**config.mk**
```make
export PLATFORM = sky130hd
export DESIGN_NAME = clk_div_gen_flat
export DESIGN_NICKNAME = d
export VERILOG_FILES = /design/src/rtl/clk_div_gen_if.sv /design/src/rtl/clk_div_gen.sv /design/src/flat_wrapper.sv
export SDC_FILE = /design/constraint.sdc
export NUM_CORES = 1
export LEC_CHECK = 0
export ABC_AREA = 1
export BUFFER_PORTS_ARGS = -buffer_cell sky130_fd_sc_hd__clkbuf_2
export CAP_MARGIN = 5
export CORE_MARGIN = 3
export CORE_UTILIZATION = 60
export CTS_CLUSTER_SIZE = 25
export DETAILED_ROUTE_END_ITERATION = 6
export MAX_ROUTING_LAYER = met4
export PLACE_DENSITY_LB_ADDON = 0.3
export SETUP_SLACK_MARGIN = 0.1
export SLEW_MARGIN = 20
export SYNTH_ARGS = -nofsm -noshare
export SYNTH_HDL_FRONTEND = slang
export SYNTH_SLANG_ARGS = --single-unit
```
**constraint.sdc**
```tcl
create_clock -name clk -period 4.4 [get_ports clk]
set_input_delay 0.22 -clock clk [delete_from_list [all_inputs] [get_ports clk]]
set_output_delay 0.22 -clock clk [all_outputs]
set_load 0.02 [all_outputs]
```
**src/rtl/clk_div_gen_if.sv**
```systemverilog
// +---------------------------------------------------------------------------+
// | clk_div_gen_if : lock, divisor-programming and divided-clock signal bundle |
// | Rev 1.0                                                                   |
// +---------------------------------------------------------------------------+
`default_nettype none

interface clk_div_gen_if #(
  parameter int CHANNELS = 2,
  parameter int DIV_W    = 8
);
  logic                      pll_lock;
  logic [CHANNELS*DIV_W-1:0] div_val;
  logic                      div_load;
  logic                      div_busy;
  logic                      locked;
  logic                      rst_out_n;
  logic [CHANNELS-1:0]       clk_en;
  logic [CHANNELS-1:0]       clk_out;

  modport master (
    output pll_lock, div_val, div_load,
    input  div_busy, locked, rst_out_n, clk_en, clk_out
  );

  modport slave (
    input  pll_lock, div_val, div_load,
    output div_busy, locked, rst_out_n, clk_en, clk_out
  );
endinterface

`default_nettype wire

```
**src/rtl/clk_div_gen.sv**
```systemverilog
// +---------------------------------------------------------------------------+
// | clk_div_gen : PLL lock qualifier, downstream reset and N divided clocks   |
// | Rev 1.0                                                                   |
// +---------------------------------------------------------------------------+
`default_nettype none

module clk_div_gen #(
  parameter int CHANNELS    = 2,
  parameter int DIV_W       = 8,
  parameter int DIV_INIT    = 4,
  parameter int LOCK_CYCLES = 16
) (
  input  wire logic     clk,
  input  wire logic     rst_n,
  clk_div_gen_if.slave  bus
);

  localparam int QUAL_W = $clog2(LOCK_CYCLES + 1);

  typedef enum logic [0:0] {
    ST_WAIT = 1'b0,
    ST_RUN  = 1'b1
  } state_t;

  state_t                    r_state;
  state_t                    w_state_nxt;
  logic                      r_sync1;
  logic                      r_sync2;
  logic [QUAL_W-1:0]         r_qual;
  logic [CHANNELS*DIV_W-1:0] r_shadow;
  logic [CHANNELS-1:0]       w_pending;
  logic                      w_capture;
  logic                      w_run_nxt;
  logic                      w_keep;

  always_ff @(posedge clk or negedge rst_n) begin
    if (!rst_n) begin
      r_sync1 <= 1'b0;
      r_sync2 <= 1'b0;
    end else begin
      r_sync1 <= bus.pll_lock;
      r_sync2 <= r_sync1;
    end
  end

  always_ff @(posedge clk or negedge rst_n) begin
    if (!rst_n) begin
      r_state <= ST_WAIT;
      r_qual  <= '0;
    end else begin
      r_state <= w_state_nxt;
      r_qual  <= (r_state == ST_WAIT && r_sync2) ? r_qual + QUAL_W'(1) : '0;
    end
  end

  always_comb begin
    w_state_nxt = r_state;
    case (r_state)
      ST_WAIT: if (r_sync2 && r_qual == QUAL_W'(LOCK_CYCLES - 1)) w_state_nxt = ST_RUN;
      ST_RUN:  if (!r_sync2) w_state_nxt = ST_WAIT;
      default: w_state_nxt = ST_WAIT;
    endcase
  end

  assign bus.locked    = (r_state == ST_RUN);
  assign bus.rst_out_n = (r_state == ST_RUN);
  assign bus.div_busy  = |w_pending;
  assign w_capture     = bus.div_load && !(|w_pending);
  assign w_run_nxt     = (w_state_nxt == ST_RUN);
  // Counters advance only while RUN persists; entering or leaving RUN forces phase 0.
  assign w_keep        = (r_state == ST_RUN) && w_run_nxt;

  always_ff @(posedge clk or negedge rst_n) begin
    if (!rst_n) begin
      r_shadow <= '0;
    end else if (w_capture) begin
      r_shadow <= bus.div_val;
    end
  end

  for (genvar i = 0; i < CHANNELS; i++) begin : g_ch
    logic [DIV_W-1:0] r_div;
    logic [DIV_W-1:0] r_cnt;
    logic             r_pend;
    logic             r_out;
    logic             r_en;
    logic [DIV_W-1:0] w_div_nxt;
    logic [DIV_W-1:0] w_cnt_nxt;
    logic [DIV_W:0]   w_half;
    logic             w_adopt;

    always_comb begin
      w_adopt   = r_pend && (r_state == ST_WAIT || r_div == '0 ||
                             r_cnt == r_div - DIV_W'(1));
      w_div_nxt = w_adopt ? r_shadow[i*DIV_W +: DIV_W] : r_div;
      w_cnt_nxt = '0;
      if (w_keep && r_div != '0 && r_cnt != r_div - DIV_W'(1)) begin
        w_cnt_nxt = r_cnt + DIV_W'(1);
      end
      w_half = ({1'b0, w_div_nxt} + (DIV_W+1)'(1)) >> 1;
    end

    // Outputs are decoded from next-cycle count and divisor so they line up with r_cnt.
    always_ff @(posedge clk or negedge rst_n) begin
      if (!rst_n) begin
        r_div  <= DIV_W'(DIV_INIT);
        r_cnt  <= '0;
        r_pend <= 1'b0;
        r_out  <= 1'b0;
        r_en   <= 1'b0;
      end else begin
        r_div  <= w_div_nxt;
        r_cnt  <= w_cnt_nxt;
        r_out  <= w_run_nxt && (w_div_nxt != '0) && ({1'b0, w_cnt_nxt} < w_half);
        r_en   <= w_run_nxt && (w_div_nxt != '0) && (w_cnt_nxt == w_div_nxt - DIV_W'(1));
        if (w_capture) begin
          r_pend <= 1'b1;
        end else if (w_adopt) begin
          r_pend <= 1'b0;
        end
      end
    end

    assign w_pending[i]   = r_pend;
    assign bus.clk_out[i] = r_out;
    assign bus.clk_en[i]  = r_en;
  end

endmodule

`default_nettype wire
```
**src/flat_wrapper.sv**
```systemverilog
// flat-port wrapper written by rule: the top's interface ports become plain ports
module clk_div_gen_flat 
#(
  parameter int CHANNELS    = 2,
  parameter int DIV_W       = 8,
  parameter int DIV_INIT    = 4,
  parameter int LOCK_CYCLES = 16
)
  (clk, rst_n, bus_pll_lock, bus_div_val, bus_div_load, bus_div_busy, bus_locked, bus_rst_out_n, bus_clk_en, bus_clk_out);
  clk_div_gen_if #(.CHANNELS(CHANNELS), .DIV_W(DIV_W)) bus_i ();
  input  wire logic clk;
  input  wire logic rst_n;
  input wire logic [$bits(bus_i.pll_lock)-1:0] bus_pll_lock;
  input wire logic [$bits(bus_i.div_val)-1:0] bus_div_val;
  input wire logic [$bits(bus_i.div_load)-1:0] bus_div_load;
  output wire logic [$bits(bus_i.div_busy)-1:0] bus_div_busy;
  output wire logic [$bits(bus_i.locked)-1:0] bus_locked;
  output wire logic [$bits(bus_i.rst_out_n)-1:0] bus_rst_out_n;
  output wire logic [$bits(bus_i.clk_en)-1:0] bus_clk_en;
  output wire logic [$bits(bus_i.clk_out)-1:0] bus_clk_out;
  assign bus_i.pll_lock = bus_pll_lock;
  assign bus_i.div_val = bus_div_val;
  assign bus_i.div_load = bus_div_load;
  assign bus_div_busy = bus_i.div_busy;
  assign bus_locked = bus_i.locked;
  assign bus_rst_out_n = bus_i.rst_out_n;
  assign bus_clk_en = bus_i.clk_en;
  assign bus_clk_out = bus_i.clk_out;
  clk_div_gen #(.CHANNELS(CHANNELS), .DIV_W(DIV_W), .DIV_INIT(DIV_INIT), .LOCK_CYCLES(LOCK_CYCLES)) u_core (.clk(clk), .rst_n(rst_n), .bus(bus_i));
endmodule
```
==> impl_metrics.py, run 1 <==
metrics = {
    "floorplan": {
        "pin_count": 27,
        "core.rowCount": 31,
        "dieHeight_um": 94.21,
        "dieArea_sq_um": 8875,
        "die_x_um": 94.21,
        "start_util_pct": 63.01,
        "coreArea_sq_um": 7408,
    },
    "timing": {
        "timing.hold.ws_ns": 0.03522,
        "worst_pin_slew_ns": 0.9053,
        "setup_viol_count_final": 0,
        "fin_tns_setup_ns": 0,
        "period_minus_slack_ns": 3.852,
        "slew_headroom_pct": 39.50,
        "fin_ws_ns": 0.5479,
        "rsz0062_at_grt": "false",
        "worst_clock_skew_ns": 0.01732,
        "fmax_mhz": 259.6,
        "drv_slew": 0,
        "hold_viol_final": 0,
        "fin_crit_sh_pct": 87.55,
    },
    "final_layout": {
        "fin_nets": 746,
        "insertedDiodeCount": 0,
        "areaGrowthSynthToFinish_pct": 8.523,
        "final_util_pct": 68.38,
        "fin_area_sq_um": 5066,
        "drive_above_1_share_pct": 13.72,
        "final_cells": 806,
    },
    "power_and_ir_drop": {
        "power.total_mw": 2.199,
        "vdd_drop_max_v": 0.0002556,
        "power.leakage_nw": 2.681,
        "power.density_nw_per_um2": 434.1,
    },
    "grt": {
        "track_usage_pct": 28.26,
        "grt_max_degree": 63,
        "grt_antenna_before_repair": 0,
        "grt_pass1_vias": 4092,
        "grt_pass1_wl_um": 18960,
        "grt.overflow.total": 0,
    },
    "yosys": {
        "synth_area_leader_cell": "dfrtp_1",
        "synth.top_cell.area_share_pct": 32.16,
        "synthTopCellsByArea": "dfrtp_1 (32%), nand2_1 (15%), nand3_1 (8.4%)",
        "avgSynthCellArea_sq_um": 6.885,
        "ys_seq_elements": 62,
        "synthCells": 678,
        "yosysSeqAreaShare_pct": 33.29,
        "synth_area_sq_um": 4668,
        "yosys_warnings": 0,
        "synth.distinct_cells": 36,
        "synth_fp_nets": 722,
    },
    "worst_setup_path": {
        "crit_buf_inv": 4,
        "crit_start": "u_core.g_ch[1].r_div[0]$_DFF_PN0_",
        "crit_top_cell": "nand2_1",
        "slowest_stage": "dfrtp_1",
        "required_ns": 4.68,
        "cp.depth": 25,
        "arrival_ns": 4.13,
        "crit_path_end": "u_core.g_ch[1].r_out$_DFF_PN0_",
        "cp_top_family": "simple AND/OR/NAND/NOR gates",
        "max_stage_delay_ns": 0.36,
        "rr_worst_depth": 25,
        "regToRegStartpoint": "u_core.g_ch[1].r_div[0]$_DFF_PN0_",
        "r2r_setup_slack_ns": 0.55,
        "worstSetupEndpointType": "flop",
        "reg2reg_to": "u_core.g_ch[1].r_out$_DFF_PN0_",
        "critPathMaxFanout": 11,
        "start_kind": "flop",
        "critPathKind": "flop to flop",
    },
    "flow_run": {
        "maxCapViolations": 0,
    },
    "cts": {
        "h-tree-depth": 3,
        "tritoncts": "done",
        "root_buffer": "clkbuf_8",
        "cts_inserted_buffers": 9,
        "numClockSinks": 62,
        "clk-insertion-delay-late_ns": 0.35,
        "path_clk_slew_ns": 0.08,
        "cts_buffer_depth": 2,
    },
    "detailed_routing": {
        "drt_iter0_drc": 303,
        "first_pass_iters": 6,
        "wl_per_cell_um": 13.91,
        "drc": 0,
        "antenna_left": 0,
        "routed_wirelength_um": 11210,
        "vias_per_cell": 5.373,
        "vias": 4331,
    },
    "placed_design": {
        "dp.cells": 789,
        "placed_cell_area_sq_um": 4827,
        "portBuffers": 26,
        "dpl_worst_slack_ns": 0.5150,
        "dp_hpwl_um": 8781,
        "gp_congestion": 0.9872,
    },
    "run_status": {
        "status": "finished clean",
    },
    "worst_hold_path": {
        "hold_class": "primary input to async pin",
    },
}
## how the worst min path moves through the flow
stage,from,to
after floorplan,rst_n,u_core.bus.locked$_DFF_PN0_
after global placement,bus_pll_lock,u_core.r_sync1$_DFF_PN0_
after detailed placement,bus_pll_lock,u_core.r_sync1$_DFF_PN0_
after CTS,rst_n,u_core.g_ch[0].r_cnt[1]$_DFF_PN0_
after global routing,rst_n,u_core.g_ch[1].r_en$_DFF_PN0_
final,rst_n,u_core.g_ch[1].r_div[5]$_DFF_PN0_
## timing repair
| item | in CTS | in global routing |
|---|---|---|
| resized for setup | 0 | 2 |
| hold buffers | 1 | 0 |
| buffers inserted | 0 | 0 |
| setup endpoints to repair | 0 | 1 |
| endpoints found under the hold margin | 1 | 0 |
## routing by layer
metal	vias to the layer above	routed length, um	GRT usage, %
li1	2173	-	-
met1	1972	5349	38.87
met2	168	4930	42.55
met3	18	740	4.647
met4	0	193	9.627
met5	-	0	-
## cell usage in the layout (no fill, tap or decap), drive strengths merged, types with 12 or more instances in the layout
cell	count
nand2	212
nor2	97
a21oi	20
clkbuf	35
ha	24
inv	91
nand3b	12
dfrtp	60
nand3	83
xor2	24
## sequential cells by signal, indices dropped and copies added, names as in the netlist
name	count
u_core.r_sync2	1
u_core.r_shadow	16
u_core.g_ch.r_out	2
u_core.g_ch.r_en	2
u_core.bus.locked	1
u_core.r_sync1	1
u_core.g_ch.r_pend	2
u_core.g_ch.r_div	16
u_core.r_qual	5
u_core.g_ch.r_cnt	16
## synth_stat cells (all sizes together)
cell type,count
nor2,97
o211ai,1
a211oi,2
nand3b,12
dfstp,2
clkinv,2
nand4,6
nor3b,1
mux2,3
o21ai,8
o21bai,3
xor2,24
dfrtp,60
buf,13
or2,1
and3,1
o21a,1
nand2,212
clkbuf,2
nand3,83
ha,24
inv,90
a21oi,20
nor3,7
xnor2,3
## cells by family (layout without fill, tap and decap cells)
group	Yosys count	count (layout)	synth area share, %
xor+xnor	27	27	5.066
mux	3	3	0.7236
fa+ha+maj	24	24	6.433
flops	62	62	33.29
buf+inv	107	136	9.595
simple gates	420	420	40.77
compound gates	35	35	4.128
## power breakdown
part	total (mW)	switching [mW]	internal (mW)
sequential	0.741	0.0875	0.653
combinational	0.893	0.592	0.301
clock	0.565	0.245	0.320
## cell type report
class,count,area [sq um]
clock buffers,9,123.9
inverters,92,345.3
multi-input cells,509,2674
flip-flops and latches,62,1554
fillers,618,2342
clock inverters,7,97.59
well taps,99,123.9
repair buffers,28,147.6
Note: power is estimated with default switching activity, not from simulation.
==> inputs of run 2 (changes only) <==
--- a/config.mk
+++ b/config.mk
@@ -14,6 +14,7 @@
 export DETAILED_ROUTE_END_ITERATION = 6
 export MAX_ROUTING_LAYER = met4
 export PLACE_DENSITY_LB_ADDON = 0.3
+export REMOVE_ABC_BUFFERS = 1
 export SETUP_SLACK_MARGIN = 0.1
 export SLEW_MARGIN = 20
 export SYNTH_ARGS = -nofsm -noshare
==> run 2 against run 1 <==
Total power is 2.4% lower. Wire length is 3.3% lower. Die area stayed put. Clock skew is 0.0075 ns lower.
==> impl_metrics.py, run 2 (same netlist as run 1, synthesis figures left out) <==
metrics = {
    "run_status": {
        "status": "finished clean",
    },
    "final_layout": {
        "fin_area_sq_um": 5051,
        "layout_common_cells": "nand2_1 (188), nor2_1 (90), inv_1 (81)",
        "drive_above_1_share_pct": 13.58,
        "final_util_pct": 68.18,
        "fin_nets": 746,
        "insertedDiodeCount": 0,
        "areaGrowthSynthToFinish_pct": 8.201,
        "reg_top3": "u_core.g_ch.r_cnt x16, u_core.g_ch.r_div x16, u_core.r_shadow x16",
        "layout_commonest_cell": "nand2_1",
        "fillers": 652,
    },
    "detailed_routing": {
        "drc": 0,
        "wl_per_cell_um": 13.46,
        "vias": 4284,
        "routed_wirelength_um": 10850,
        "first_pass_iters": 5,
        "drt_iter0_drc": 219,
        "antenna_left": 0,
        "vias_per_cell": 5.315,
    },
    "grt": {
        "grt.overflow.total": 0,
        "grt_pass1_vias": 4016,
        "track_usage_pct": 27.47,
        "grt_antenna_before_repair": 0,
        "grt_max_degree": 63,
        "grt_pass1_wl_um": 18490,
    },
    "worst_setup_path": {
        "required_ns": 4.66,
        "arrival_ns": 4.14,
        "slowest_stage": "dfrtp_1",
        "cp_top_family": "simple AND/OR/NAND/NOR gates",
        "crit_buf_inv": 3,
        "crit_top_cell": "nand2_1",
        "start_kind": "flop",
        "critPathMaxFanout": 11,
        "critPathKind": "flop to flop",
        "max_stage_delay_ns": 0.37,
        "worstSetupEndpointType": "flop",
    },
    "power_and_ir_drop": {
        "vdd_drop_max_v": 0.0002501,
        "p_int_mw": 1.232,
        "swShare_pct": 42.61,
        "comb_power_share_pct": 41.8,
        "clockPowerShare_pct": 23.8,
        "power.leakage_nw": 2.672,
        "power.density_nw_per_um2": 425.0,
        "pwr-share-seq_pct": 34.4,
        "p_switching_mw": 0.9146,
    },
    "timing": {
        "slew_headroom_pct": 38.15,
        "worst_clock_skew_ns": 0.009775,
        "fin_crit_sh_pct": 88.26,
        "hold_viol_final": 0,
        "drv_slew": 0,
        "period_minus_slack_ns": 3.883,
        "fin_tns_setup_ns": 0,
        "setup_viol_count_final": 0,
        "fmax_mhz": 257.5,
        "rsz0062_at_grt": "false",
        "worst_pin_slew_ns": 0.9255,
    },
    "cts": {
        "h-tree-depth": 3,
        "root_buffer": "clkbuf_8",
        "numClockSinks": 62,
        "tritoncts": "done",
        "clk-insertion-delay-late_ns": 0.35,
        "path_clk_slew_ns": 0.07,
        "post-cts-setup-buffers": 0,
        "cts_inserted_buffers": 9,
        "cts_buffer_depth": 2,
    },
    "floorplan": {
        "start_util_pct": 63.01,
        "coreArea_sq_um": 7408,
        "dieArea_sq_um": 8875,
        "dieHeight_um": 94.21,
        "core.rowCount": 31,
        "die_x_um": 94.21,
        "pin_count": 27,
    },
    "placed_design": {
        "portBuffers": 26,
        "dp_hpwl_um": 8381,
        "gp_congestion": 0.9335,
        "placed_cell_area_sq_um": 4827,
    },
    "worst_hold_path": {
        "hold_class": "primary input to async pin",
    },
    "flow_run": {
        "maxCapViolations": 0,
    },
}
-- run 2: cell count changes in the layout (fill, tap and decap cells not counted), sizes merged --
cell,delta
bufinv,-1
clkbuf,+2
inv,-1
-- run 2: power by group through the flow --
stage | clock network (mW) | logic, mW | registers [mW]
4_1_cts | 0.512 | 0.878 | 0.737
6_report | 0.510 | 0.897 | 0.739
2_1_floorplan | 0 | 0.683 | 0.723
3_5_place_dp | 0 | 0.867 | 0.748
5_1_grt | 0.545 | 1.03 | 0.750
3_3_place_gp | 0 | 0.845 | 0.742
-- run 2: worst reg2reg max path: stages, from the launching register on --
cell,delay [ns]
dfrtp_1,0.37
inv_1,0.11
ha_1,0.21
nand2_1,0.08
nor2_2,0.11
nand2_1,0.10
xor2_1,0.16
nand2_1,0.09
nor2_1,0.14
nand2_2,0.13
nand2_4,0.15
nand2_2,0.14
nand2_1,0.13
nand2_2,0.10
inv_1,0.13
ha_1,0.16
inv_1,0.08
nor3_4,0.23
nand3_1,0.14
xor2_1,0.17
ha_1,0.29
a21oi_1,0.14
nor2_1,0.05
a211oi_1,0.16
nand2_1,0.07
a21oi_1,0.15
-- run 2: final timing paths --
| check | slack [ns] | to | cells after the start | startpoint |
|---|---|---|---|---|
| min in group clk | 0.10 | u_core.r_shadow[3]$_DFFE_PN0P_ | 2 | bus_div_val[3] |
| hold reg to reg | 0.35 | u_core.r_sync2$_DFF_PN0_ | 0 | u_core.r_sync1$_DFF_PN0_ |
| hold / removal | 0.02 | u_core.g_ch[1].r_en$_DFF_PN0_ | 2 | rst_n |
| setup / recovery | 0.52 | u_core.g_ch[1].r_out$_DFF_PN0_ | 25 | u_core.g_ch[1].r_div[1]$_DFF_PN0_ |
| setup reg to reg | 0.52 | u_core.g_ch[1].r_out$_DFF_PN0_ | 25 | u_core.g_ch[1].r_div[1]$_DFF_PN0_ |
| max in group asynchronous | 3.87 | u_core.g_ch[0].r_div[5]$_DFF_PN0_ | 2 | rst_n |
-- run 2: cell type report --
cell class / count / area, sq um / area share [%]
multi-input cells: 509 / 2680 / 53.06
inverters: 92 / 345.3 / 6.837
well taps: 99 / 123.9 / 2.452
flip-flops and latches: 62 / 1554 / 30.77
clock buffers: 11 / 141.4 / 2.799
repair buffers: 28 / 147.6 / 2.923
clock inverters: 5 / 58.81 / 1.164
-- run 2: metrics by stage --
step	hold WS, ns	total power [mW]	instances	setup WS [ns]
2_1_floorplan	-0.07559	1.406	663	1.099
3_3_place_gp	0.3283	1.587	789	0.7956
3_5_place_dp	0.3340	1.615	789	0.5779
4_1_cts	0.07270	2.126	806	0.5025
5_1_grt	0.07769	2.321	806	0.07619
6_report	0.02436	2.147	806	0.5166
-- run 2: timing repair --
action / 4_1_cts / 5_1_grt
resized for setup: 0 / 3
hold endpoints to repair: 1 / 0
endpoints found under the setup margin: 0 / 1
hold buffers: 1 / 0
-- run 2: metal layers --
| metal | global-route usage, % | vias up | part of all wire [%] |
|---|---|---|---|
| met4 | 6.619 | 0 | 0.91 |
| met5 | - | - | 0 |
| li1 | - | 2175 | - |
| met1 | 39.76 | 1987 | 50 |
| met3 | 7.051 | 11 | 6.3 |
| met2 | 38.59 | 111 | 43 |
==> inputs of run 3 (changes only) <==
--- a/config.mk
+++ b/config.mk
@@ -6,7 +6,7 @@
 export NUM_CORES = 1
 export LEC_CHECK = 0
 export ABC_AREA = 1
-export BUFFER_PORTS_ARGS = -buffer_cell sky130_fd_sc_hd__clkbuf_2
+export BUFFER_PORTS_ARGS = -buffer_cell sky130_fd_sc_hd__buf_2
 export CAP_MARGIN = 5
 export CORE_MARGIN = 3
 export CORE_UTILIZATION = 60
==> run 3 against run 2 <==
Maximum frequency decreased by 0.41%. Via count increased by 1.7%. Worst hold slack got worse by 0.00093 ns. Sequential cell count unchanged. Total power increased by 0.47%. Clock skew increased by 0.0019 ns. Setup slack got worse by 0.016 ns.
==> impl_metrics.py, run 3 (same netlist as run 1, synthesis figures left out) <==
metrics = {
    "run_status": {
        "status": "finished clean",
    },
    "detailed_routing": {
        "first_pass_iters": 6,
        "drc": 0,
        "vias_per_cell": 5.406,
        "antenna_left": 0,
        "wl_per_cell_um": 13.98,
        "drt_iter0_drc": 317,
        "routed_wirelength_um": 11260,
        "vias": 4357,
    },
    "power_and_ir_drop": {
        "p_int_mw": 1.231,
        "power.density_nw_per_um2": 427.5,
        "clockPowerShare_pct": 24.1,
        "comb_power_share_pct": 41.6,
        "pwr-share-seq_pct": 34.3,
        "p_switching_mw": 0.9252,
        "power.leakage_nw": 2.672,
        "swShare_pct": 42.90,
        "vdd_drop_max_v": 0.0003257,
        "power.total_mw": 2.157,
    },
    "final_layout": {
        "layout_commonest_cell": "nand2_1",
        "fin_nets": 746,
        "fillers": 655,
        "insertedDiodeCount": 0,
        "layout_common_cells": "nand2_1 (188), nor2_1 (90), inv_1 (81)",
        "final_cells": 806,
        "reg_top3": "u_core.g_ch.r_cnt x16, u_core.g_ch.r_div x16, u_core.r_shadow x16",
        "drive_above_1_share_pct": 13.58,
        "areaGrowthSynthToFinish_pct": 8.068,
    },
    "worst_setup_path": {
        "start_kind": "flop",
        "crit_start": "u_core.g_ch[1].r_div[1]$_DFF_PN0_",
        "rr_worst_depth": 25,
        "critPathKind": "flop to flop",
        "regToRegStartpoint": "u_core.g_ch[1].r_div[1]$_DFF_PN0_",
        "critPathMaxFanout": 11,
        "reg2reg_to": "u_core.g_ch[1].r_out$_DFF_PN0_",
        "required_ns": 4.68,
        "r2r_setup_slack_ns": 0.50,
        "crit_path_end": "u_core.g_ch[1].r_out$_DFF_PN0_",
        "arrival_ns": 4.18,
        "worstSetupEndpointType": "flop",
    },
    "grt": {
        "grt_antenna_before_repair": 0,
        "grt_pass1_wl_um": 18820,
        "grt.overflow.total": 0,
        "grt_pass1_vias": 4018,
        "grt_max_degree": 63,
        "track_usage_pct": 28.00,
    },
    "floorplan": {
        "dieArea_sq_um": 8875,
        "dieHeight_um": 94.21,
        "start_util_pct": 63.01,
        "die_x_um": 94.21,
        "pin_count": 27,
        "coreArea_sq_um": 7408,
        "core.rowCount": 31,
    },
    "timing": {
        "fin_tns_setup_ns": 0,
        "fmax_mhz": 256.5,
        "drv_slew": 0,
        "fin_crit_sh_pct": 88.62,
        "worst_pin_slew_ns": 0.9215,
        "rsz0062_at_grt": "false",
        "setup_viol_count_final": 0,
        "worst_clock_skew_ns": 0.01172,
        "period_minus_slack_ns": 3.899,
        "slew_headroom_pct": 38.42,
        "hold_viol_final": 0,
        "timing.hold.ws_ns": 0.02343,
    },
    "cts": {
        "tritoncts": "done",
        "numClockSinks": 62,
        "root_buffer": "clkbuf_8",
        "clk-insertion-delay-late_ns": 0.35,
        "cts_inserted_buffers": 9,
        "cts_buffer_depth": 2,
        "h-tree-depth": 3,
        "post-cts-setup-buffers": 0,
        "path_clk_slew_ns": 0.08,
    },
    "placed_design": {
        "dp.cells": 789,
        "dp_hpwl_um": 8490,
        "portBuffers": 26,
        "gp_congestion": 0.9358,
    },
    "worst_hold_path": {
        "hold_class": "primary input to async pin",
    },
    "flow_run": {
        "maxCapViolations": 0,
    },
}
[run 3: cell count changes in the layout (fill, tap and decap cells not counted)]
cell | before | now
buf_2 | 0 | 26
clkbuf_2 | 26 | 0
nor3_2 | 3 | 4
nor3_4 | 1 | 0
[run 3: power by group through the flow]
stage | Clock (mW) | Sequential (mW) | Combinational, mW
floorplan | 0 | 0.723 | 0.683
global placement | 0 | 0.744 | 0.843
detailed placement | 0 | 0.748 | 0.868
CTS | 0.518 | 0.737 | 0.884
global route | 0.544 | 0.750 | 1.02
finish | 0.519 | 0.740 | 0.898
[run 3: metal layers]
metal | up-vias | global-route usage [%] | share of wire (%)
met3 | 17 | 5.288 | 7.6
met1 | 2009 | 40.22 | 48
li1 | 2170 | - | -
met4 | 0 | 8.664 | 1.2
met5 | - | - | 0
met2 | 161 | 40.19 | 43
[run 3: worst min-delay path by stage]
stage	cells after the start	slack (ns)	end	from
4_1_cts	2	0.06	u_core.g_ch[0].r_cnt[3]$_DFF_PN0_	rst_n
6_report	2	0.02	u_core.g_ch[1].r_en$_DFF_PN0_	rst_n
3_3_place_gp	1	0.33	u_core.r_sync1$_DFF_PN0_	bus_pll_lock
5_1_grt	2	0.09	u_core.g_ch[1].r_en$_DFF_PN0_	rst_n
3_5_place_dp	1	0.33	u_core.r_sync1$_DFF_PN0_	bus_pll_lock
2_1_floorplan	0	-0.08	u_core.bus.locked$_DFF_PN0_	rst_n
[run 3: metrics by stage]
step	util, %	setup slack (ns)	cell area (sq um)
3_5_place_dp	65.16	0.6146	4827
6_report	68.10	0.5007	5045
3_3_place_gp	65.16	0.7790	4827
2_1_floorplan	-	1.099	4566
4_1_cts	68.00	0.4927	5037
5_1_grt	68.10	0.1418	5045
[run 3: worst max-delay path, cell delays in order, from the launching register on]
cell and delay (ns):
dfrtp_1 0.37, inv_1 0.11, ha_1 0.24, nand2_1 0.09
nor2_2 0.12, nand2_1 0.10, xor2_1 0.17, nand2_1 0.07
nor2_1 0.11, nand2_2 0.12, nand2_4 0.15, nand2_2 0.15
nand2_1 0.14, nand2_2 0.10, inv_1 0.13, ha_1 0.17
inv_1 0.07, nor3_2 0.26, nand3_1 0.16, xor2_1 0.17
ha_1 0.29, a21oi_1 0.13, nor2_1 0.05, a211oi_1 0.17
nand2_1 0.08, a21oi_1 0.12
[run 3: repair_timing]
| action | 4_1_cts | 5_1_grt |
|---|---|---|
| hold endpoints to repair | 1 | 0 |
| hold buffers | 1 | 0 |
| endpoints found under the setup margin | 0 | 1 |
| gates resized for setup | 0 | 2 |
[run 3: cell type report]
type	count	area, sq um	share of cell area, %
sequential	62	1554	30.80
inverter	92	345.3	6.845
timing repair buffer	28	147.6	2.927
multi-input combinational	509	2674	53.00
clock inverter	5	58.81	1.166
clock buffer	11	141.4	2.803
tap	99	123.9	2.455
